**src/rtl/line_request_arbiter.sv**
```systemverilog
// ---------------------------------------------------------------------------
// line_request_arbiter
//
// Sequencer and round-robin arbiter in front of the Bresenham line drawer.
// Two requesters (e.g. draw path and erase path) present line commands; the
// winner is latched, range-checked, launched on the drawer with a one-cycle
// start pulse, and answered with a one-cycle completion response carrying a
// status code. Every launch is guarded by a WAIT-state timeout.
//
// Ports:
//   clk        system clock, all logic on posedge
//   reset      asynchronous active-high reset
//   req_valid  [1:0] requester i presents a command
//   req_ready  [1:0] command i accepted on this edge (combinational, one-hot)
//   req_pts    {r1:{x0,y0,x1,y1}, r0:{x0,y0,x1,y1}}
//   req_color  [1:0] colour per requester
//   rsp_valid  [1:0] one-cycle completion pulse per requester
//   rsp_code   00 drawn, 01 out of range, 10 timeout
//   ld_start   one-cycle launch pulse to the drawer
//   ld_x0..y1  latched endpoints, stable from LAUNCH through WAIT
//   ld_color   latched colour
//   ld_done    drawer finished (level or pulse), sampled only in WAIT
//   busy       high whenever the sequencer is not IDLE
//   grant_id   requester owning the current command
//   dbg_state  current sequencer state, for observation
// ---------------------------------------------------------------------------
module line_request_arbiter #(
    parameter int COORD_W = 11,
    parameter int MAX_X   = 640,
    parameter int MAX_Y   = 480,
    parameter int TIMEOUT = 2047
) (
    input  logic                 clk,
    input  logic                 reset,
    input  logic [1:0]           req_valid,
    output logic [1:0]           req_ready,
    input  logic [8*COORD_W-1:0] req_pts,
    input  logic [1:0]           req_color,
    output logic [1:0]           rsp_valid,
    output logic [1:0]           rsp_code,
    output logic                 ld_start,
    output logic [COORD_W-1:0]   ld_x0,
    output logic [COORD_W-1:0]   ld_y0,
    output logic [COORD_W-1:0]   ld_x1,
    output logic [COORD_W-1:0]   ld_y1,
    output logic                 ld_color,
    input  logic                 ld_done,
    output logic                 busy,
    output logic                 grant_id,
    output logic [2:0]           dbg_state
);

    typedef enum logic [2:0] {
        S_IDLE   = 3'd0,
        S_CHECK  = 3'd1,
        S_LAUNCH = 3'd2,
        S_WAIT   = 3'd3,
        S_RESP   = 3'd4
    } state_t;

    localparam logic [1:0]         CODE_DRAWN   = 2'b00;
    localparam logic [1:0]         CODE_RANGE   = 2'b01;
    localparam logic [1:0]         CODE_TIMEOUT = 2'b10;
    localparam logic [COORD_W-1:0] LP_MAX_X     = COORD_W'(MAX_X);
    localparam logic [COORD_W-1:0] LP_MAX_Y     = COORD_W'(MAX_Y);
    localparam logic [11:0]        LP_TIMEOUT   = 12'(TIMEOUT);
    localparam bit                 LP_TO_EN     = (TIMEOUT != 0);

    state_t               r_state;
    logic [1:0]           r_rsp_valid;
    logic [1:0]           r_rsp_code;
    logic                 r_ld_start;
    logic [COORD_W-1:0]   r_x0, r_y0, r_x1, r_y1;
    logic                 r_color;
    logic                 r_grant;
    logic                 r_last_grant;
    logic [11:0]          r_cnt;

    logic                 w_win;
    logic [4*COORD_W-1:0] w_sel;
    logic                 w_oor;
    logic [11:0]          w_cnt_inc;

    // Handshake: a command transfers on a clock edge where req_valid[i] and
    // req_ready[i] are both high. Requesters hold valid and payload stable
    // until that edge; ready is offered only in IDLE and only to the winner.
    // On a tie the requester that did not win last time is chosen.
    always_comb begin
        w_win     = (req_valid[0] & req_valid[1]) ? ~r_last_grant : req_valid[1];
        req_ready = 2'b00;
        if ((r_state == S_IDLE) && (req_valid != 2'b00)) begin
            req_ready = w_win ? 2'b10 : 2'b01;
        end
    end

    assign w_sel = w_win ? req_pts[8*COORD_W-1:4*COORD_W] : req_pts[4*COORD_W-1:0];

    assign w_oor = (r_x0 >= LP_MAX_X) | (r_x1 >= LP_MAX_X) |
                   (r_y0 >= LP_MAX_Y) | (r_y1 >= LP_MAX_Y);

    // Timeout compares the post-increment count, so WAIT lasts exactly
    // TIMEOUT cycles before the abort.
    assign w_cnt_inc = r_cnt + 12'd1;

    always_ff @(posedge clk or posedge reset) begin
        if (reset) begin
            r_state      <= S_IDLE;
            r_rsp_valid  <= 2'b00;
            r_rsp_code   <= CODE_DRAWN;
            r_ld_start   <= 1'b0;
            r_x0         <= '0;
            r_y0         <= '0;
            r_x1         <= '0;
            r_y1         <= '0;
            r_color      <= 1'b0;
            r_grant      <= 1'b0;
            r_last_grant <= 1'b1;
            r_cnt        <= 12'd0;
        end else begin
            r_ld_start  <= 1'b0;
            r_rsp_valid <= 2'b00;
            case (r_state)
                S_IDLE: begin
                    if (req_valid != 2'b00) begin
                        r_x0    <= w_sel[4*COORD_W-1:3*COORD_W];
                        r_y0    <= w_sel[3*COORD_W-1:2*COORD_W];
                        r_x1    <= w_sel[2*COORD_W-1:COORD_W];
                        r_y1    <= w_sel[COORD_W-1:0];
                        r_color <= req_color[w_win];
                        r_grant <= w_win;
                        r_state <= S_CHECK;
                    end
                end
                S_CHECK: begin
                    if (w_oor) begin
                        r_rsp_code  <= CODE_RANGE;
                        r_rsp_valid <= r_grant ? 2'b10 : 2'b01;
                        r_state     <= S_RESP;
                    end else begin
                        r_ld_start <= 1'b1;
                        r_state    <= S_LAUNCH;
                    end
                end
                S_LAUNCH: begin
                    r_cnt   <= 12'd0;
                    r_state <= S_WAIT;
                end
                S_WAIT: begin
                    // Done takes priority over a coincident timeout.
                    if (ld_done) begin
                        r_rsp_code  <= CODE_DRAWN;
                        r_rsp_valid <= r_grant ? 2'b10 : 2'b01;
                        r_state     <= S_RESP;
                    end else if (LP_TO_EN && (w_cnt_inc == LP_TIMEOUT)) begin
                        r_rsp_code  <= CODE_TIMEOUT;
                        r_rsp_valid <= r_grant ? 2'b10 : 2'b01;
                        r_state     <= S_RESP;
                    end
                    r_cnt <= w_cnt_inc;
                end
                S_RESP: begin
                    r_last_grant <= r_grant;
                    r_state      <= S_IDLE;
                end
                default: r_state <= S_IDLE;
            endcase
        end
    end

    assign rsp_valid = r_rsp_valid;
    assign rsp_code  = r_rsp_code;
    assign ld_start  = r_ld_start;
    assign ld_x0     = r_x0;
    assign ld_y0     = r_y0;
    assign ld_x1     = r_x1;
    assign ld_y1     = r_y1;
    assign ld_color  = r_color;
    assign grant_id  = r_grant;
    assign busy      = (r_state != S_IDLE);
    assign dbg_state = r_state;

endmodule

```
**config.mk**
```make
export PLATFORM = sky130hd
export DESIGN_NAME = line_request_arbiter
export DESIGN_NICKNAME = d
export VERILOG_FILES = /design/src/rtl/line_request_arbiter.sv
export SDC_FILE = /design/constraint.sdc
export NUM_CORES = 1
export LEC_CHECK = 0
export CELL_PAD_IN_SITES_DETAIL_PLACEMENT = 0
export CELL_PAD_IN_SITES_GLOBAL_PLACEMENT = 1
export CORE_ASPECT_RATIO = 1.2
export CORE_UTILIZATION = 28
export CTS_BUF_LIST = sky130_fd_sc_hd__clkbuf_4 sky130_fd_sc_hd__clkbuf_8
export DETAILED_ROUTE_END_ITERATION = 16
export GPL_TIMING_DRIVEN = 0
export PLACE_DENSITY = 0.76
export SKIP_LAST_GASP = 1
export SLEW_MARGIN = 10
export SYNTH_ARGS = -nofsm -noshare
export SYNTH_HDL_FRONTEND = slang
export SYNTH_SLANG_ARGS = --single-unit
```
**constraint.sdc**
```tcl
create_clock -name clk -period 1.8 [get_ports clk]
set_input_delay 0.27 -clock clk [delete_from_list [all_inputs] [get_ports clk]]
set_output_delay 0.27 -clock clk [all_outputs]
set_load 0.02 [all_outputs]
```
==> results.json <==
{
  "synth.area.top_cells": "dfrtp_1 (51%), a22oi_1 (10%), nand2_1 (7.2%), o21ai_1 (7.1%), o21ai_0 (2.6%)",
  "maxCapViolCount": 0,
  "synth-seq-cells": 67,
  "syn_area_um2": 3240,
  "cp_num_buf_inv": 2,
  "ys_seq_area_share_pct": 51.7,
  "leakage_nw": 2.33,
  "drt-total-wl_mm": 11.0,
  "fp.dieArea_um2": 12000,
  "slew_headroom_pct": 47.1,
  "clkLatencyLatePin_ns": 0.35,
  "grt_antenna_before_repair": 0,
  "viasPerCell": 5.01,
  "hold_viol": 0,
  "place_congestion": 0.757,
  "period_share_pct": 104,
  "violations": "negative setup slack",
  "yosysTopAreaCell": "dfrtp_1",
  "clock_path_buffers": 2,
  "synth.most_common_cell": "dfrtp_1",
  "port_buffers": 151,
  "ys_warn_count": 0,
  "fmax_mhz": 534,
  "outcome": "complete, but fails checks",
  "diodes": 0,
  "vias": 3466,
  "overflow": 0,
  "utilization_pct": 50.6,
  "htree_levels": 3,
  "die_w_um": 100,
  "period_minus_slack_ns": 1.87,
  "critPathMaxFanout": 4,
  "rsz0062_at_grt": "true",
  "io_pins": 152,
  "power.total_mw": 8.44,
  "coreArea_um2": 11100,
  "yosys_most_used_dff": "dfrtp_1",
  "syn_avg_cell_area_um2": 9.30,
  "synth_top_area_share_pct": 50.9,
  "fin_cells": 692,
  "cts.sink_count": 67,
  "cp.arrival_ns": 1.60,
  "cp_common_cell": "buf_6",
  "yosys-top-cells-count": "dfrtp_1 (66), nand2_1 (62), o21ai_1 (46)",
  "grt_max_degree": 35,
  "cpPeakStageDelay_ns": 0.42,
  "worstSetupEndpointType": "primary output",
  "drv_slew": 0,
  "cts_root_buf": "clkbuf_8",
  "final_antenna_net_count": 0,
  "worst_slack_ns": -0.0713,
  "clkSlewWorstSetupHoldPaths_ns": 0.07,
  "async_flop_share_pct": 100,
  "fin_skew_ns": 0.00755,
  "cp_slowest_cell": "dfrtp_2",
  "p_per_area_nw_per_um2": 1500,
  "worstPathCellList": "or3_4 -> buf_6 -> nor2b_4 -> buf_6",
  "critical_path_required_ns": 1.53,
  "die_h_um": 120,
  "finalSetupViolCount": 8,
  "grt_pass1_vias": 3491,
  "drc": 0,
  "wl_per_cell_um": 15.9,
  "start_util_pct": 29.1,
  "hp-class": "input pin to async pin",
  "cts_buffers": 9,
  "hold-worst-slack_ns": 0.420,
  "worst_pin_slew_ns": 0.792,
  "hpwlAfterDp_mm": 7.89,
  "mappedNetlistNets": 446,
  "synth_cells": 349,
  "critPathTopFamily": "simple AND/OR/NAND/NOR gates",
  "drive_gt1_share_pct": 18.6,
  "worstSetupPathType": "flip-flop to primary output",
  "ir_drop_uv": 678,
  "drtIter0Drc": 120,
  "nets": 630,
  "grt_use_total_pct": 18.6,
  "area_growth_pct": 73.7,
  "synth_cell_types": 43,
  "fin_tns_setup_ns": -0.346,
  "first_pass_iters": 4,
  "worstSetupStartpointType": "flip-flop",
  "tritoncts": "yes",
  "row_count": 42,
  "dp.cells": 655,
  "grt_pass1_wl_mm": 17.3,
  "synth-edff-count": 0
}
[layer usage]
layer	track usage (%)	part of all wire, %
met1	21.7	41
met3	4.25	5.2
met4	8.42	2.5
met2	32.1	52
met5	0	0
[final timing paths]
| kind | from | slack (ns) | depth (start not counted) | to |
|---|---|---|---|---|
| setup / recovery | dbg_state[2]$_DFFE_PP0P_ | -0.07 | 4 | req_ready[1] |
| hold / removal | reset | 0.42 | 2 | ld_y0[2]$_DFFE_PP0P_ |
| setup reg to reg | r_cnt[5]$_DFFE_PP0P_ | -0.04 | 4 | dbg_state[1]$_DFFE_PP0P_ |
| hold reg to reg | ld_y1[0]$_DFFE_PP0P_ | 0.49 | 2 | ld_y1[0]$_DFFE_PP0P_ |
| max in group asynchronous | reset | 0.71 | 3 | r_last_grant$_DFFE_PP1N_ |
| min in group clk | ld_y1[0]$_DFFE_PP0P_ | 0.49 | 2 | ld_y1[0]$_DFFE_PP0P_ |
[timing repair]
action,CTS,global route
pin swaps,9,15
hold endpoints to repair,0,0
endpoints found under the setup margin,53,41
setup buffers,15,10
gates resized for setup,58,33
hold buffers,0,0
[metrics by stage]
stage               setup WS (ns)  instance area, µm²
global route               -0.122                5640
CTS                        -0.172                5460
finish                    -0.0713                5640
floorplan                 -0.0327                3300
detailed placement          -1.02                5020
global placement            -1.04                5000
[sequential cells by signal, indices dropped and copies added (netlist names), 2 cells and up]
| name | count |
|---|---|
| ld_x0 | 11 |
| r_cnt | 12 |
| rsp_code | 2 |
| rsp_valid | 2 |
| ld_y1 | 11 |
| ld_y0 | 11 |
| dbg_state | 3 |
| ld_x1 | 11 |
[cells in the final DEF, fill, tap and decap left out, types with 3 or more instances in the layout]
master           Yosys  final
clkdlybuf4s50_1      0    144
nand2_1             62     58
dfrtp_1             66     57
o21ai_1             46     48
a22oi_1             45     45
buf_4                1     27
o21ai_0             17     15
clkbuf_8             0     13
nor2_1              12     10
dfrtp_2              0      9
inv_1                8      7
clkbuf_1            18      7
nand3_1              9      6
buf_6                0      5
clkbuf_4             0      4
clkbuf_2             0      4
nor3_1               4      4
a31oi_1              4      4
or3_4                1      3
a21o_1               3      3
nand4_1              3      3
nand2_2              0      3
[power breakdown]
part | total (mW) | switching (mW) | internal, mW
logic | 4.70 | 2.50 | 2.20
clock network | 1.22 | 0.575 | 0.641
registers | 2.53 | 0.408 | 2.12
[final cells by class]
cell class	count	area [µm²]
clock buffer	14	180
clock inverter	2	10.0
tap	154	193
inverter	8	33.8
multi-input combinational	250	1650
fill	1093	5510
sequential	67	1690
buffer	20	138
timing repair buffer	177	1750
[cell families (layout without fill, tap and decap cells)]
family	after synthesis	in the layout	share of synthesized area [%]
compound gates	139	139	28.1
simple gates	106	106	14.6
flops	67	67	51.7
buf+inv	32	221	3.97
fa+ha+maj	2	2	0.771
xor+xnor	2	2	0.540
mux	1	1	0.309
Note: power is estimated with default switching activity, not from simulation.
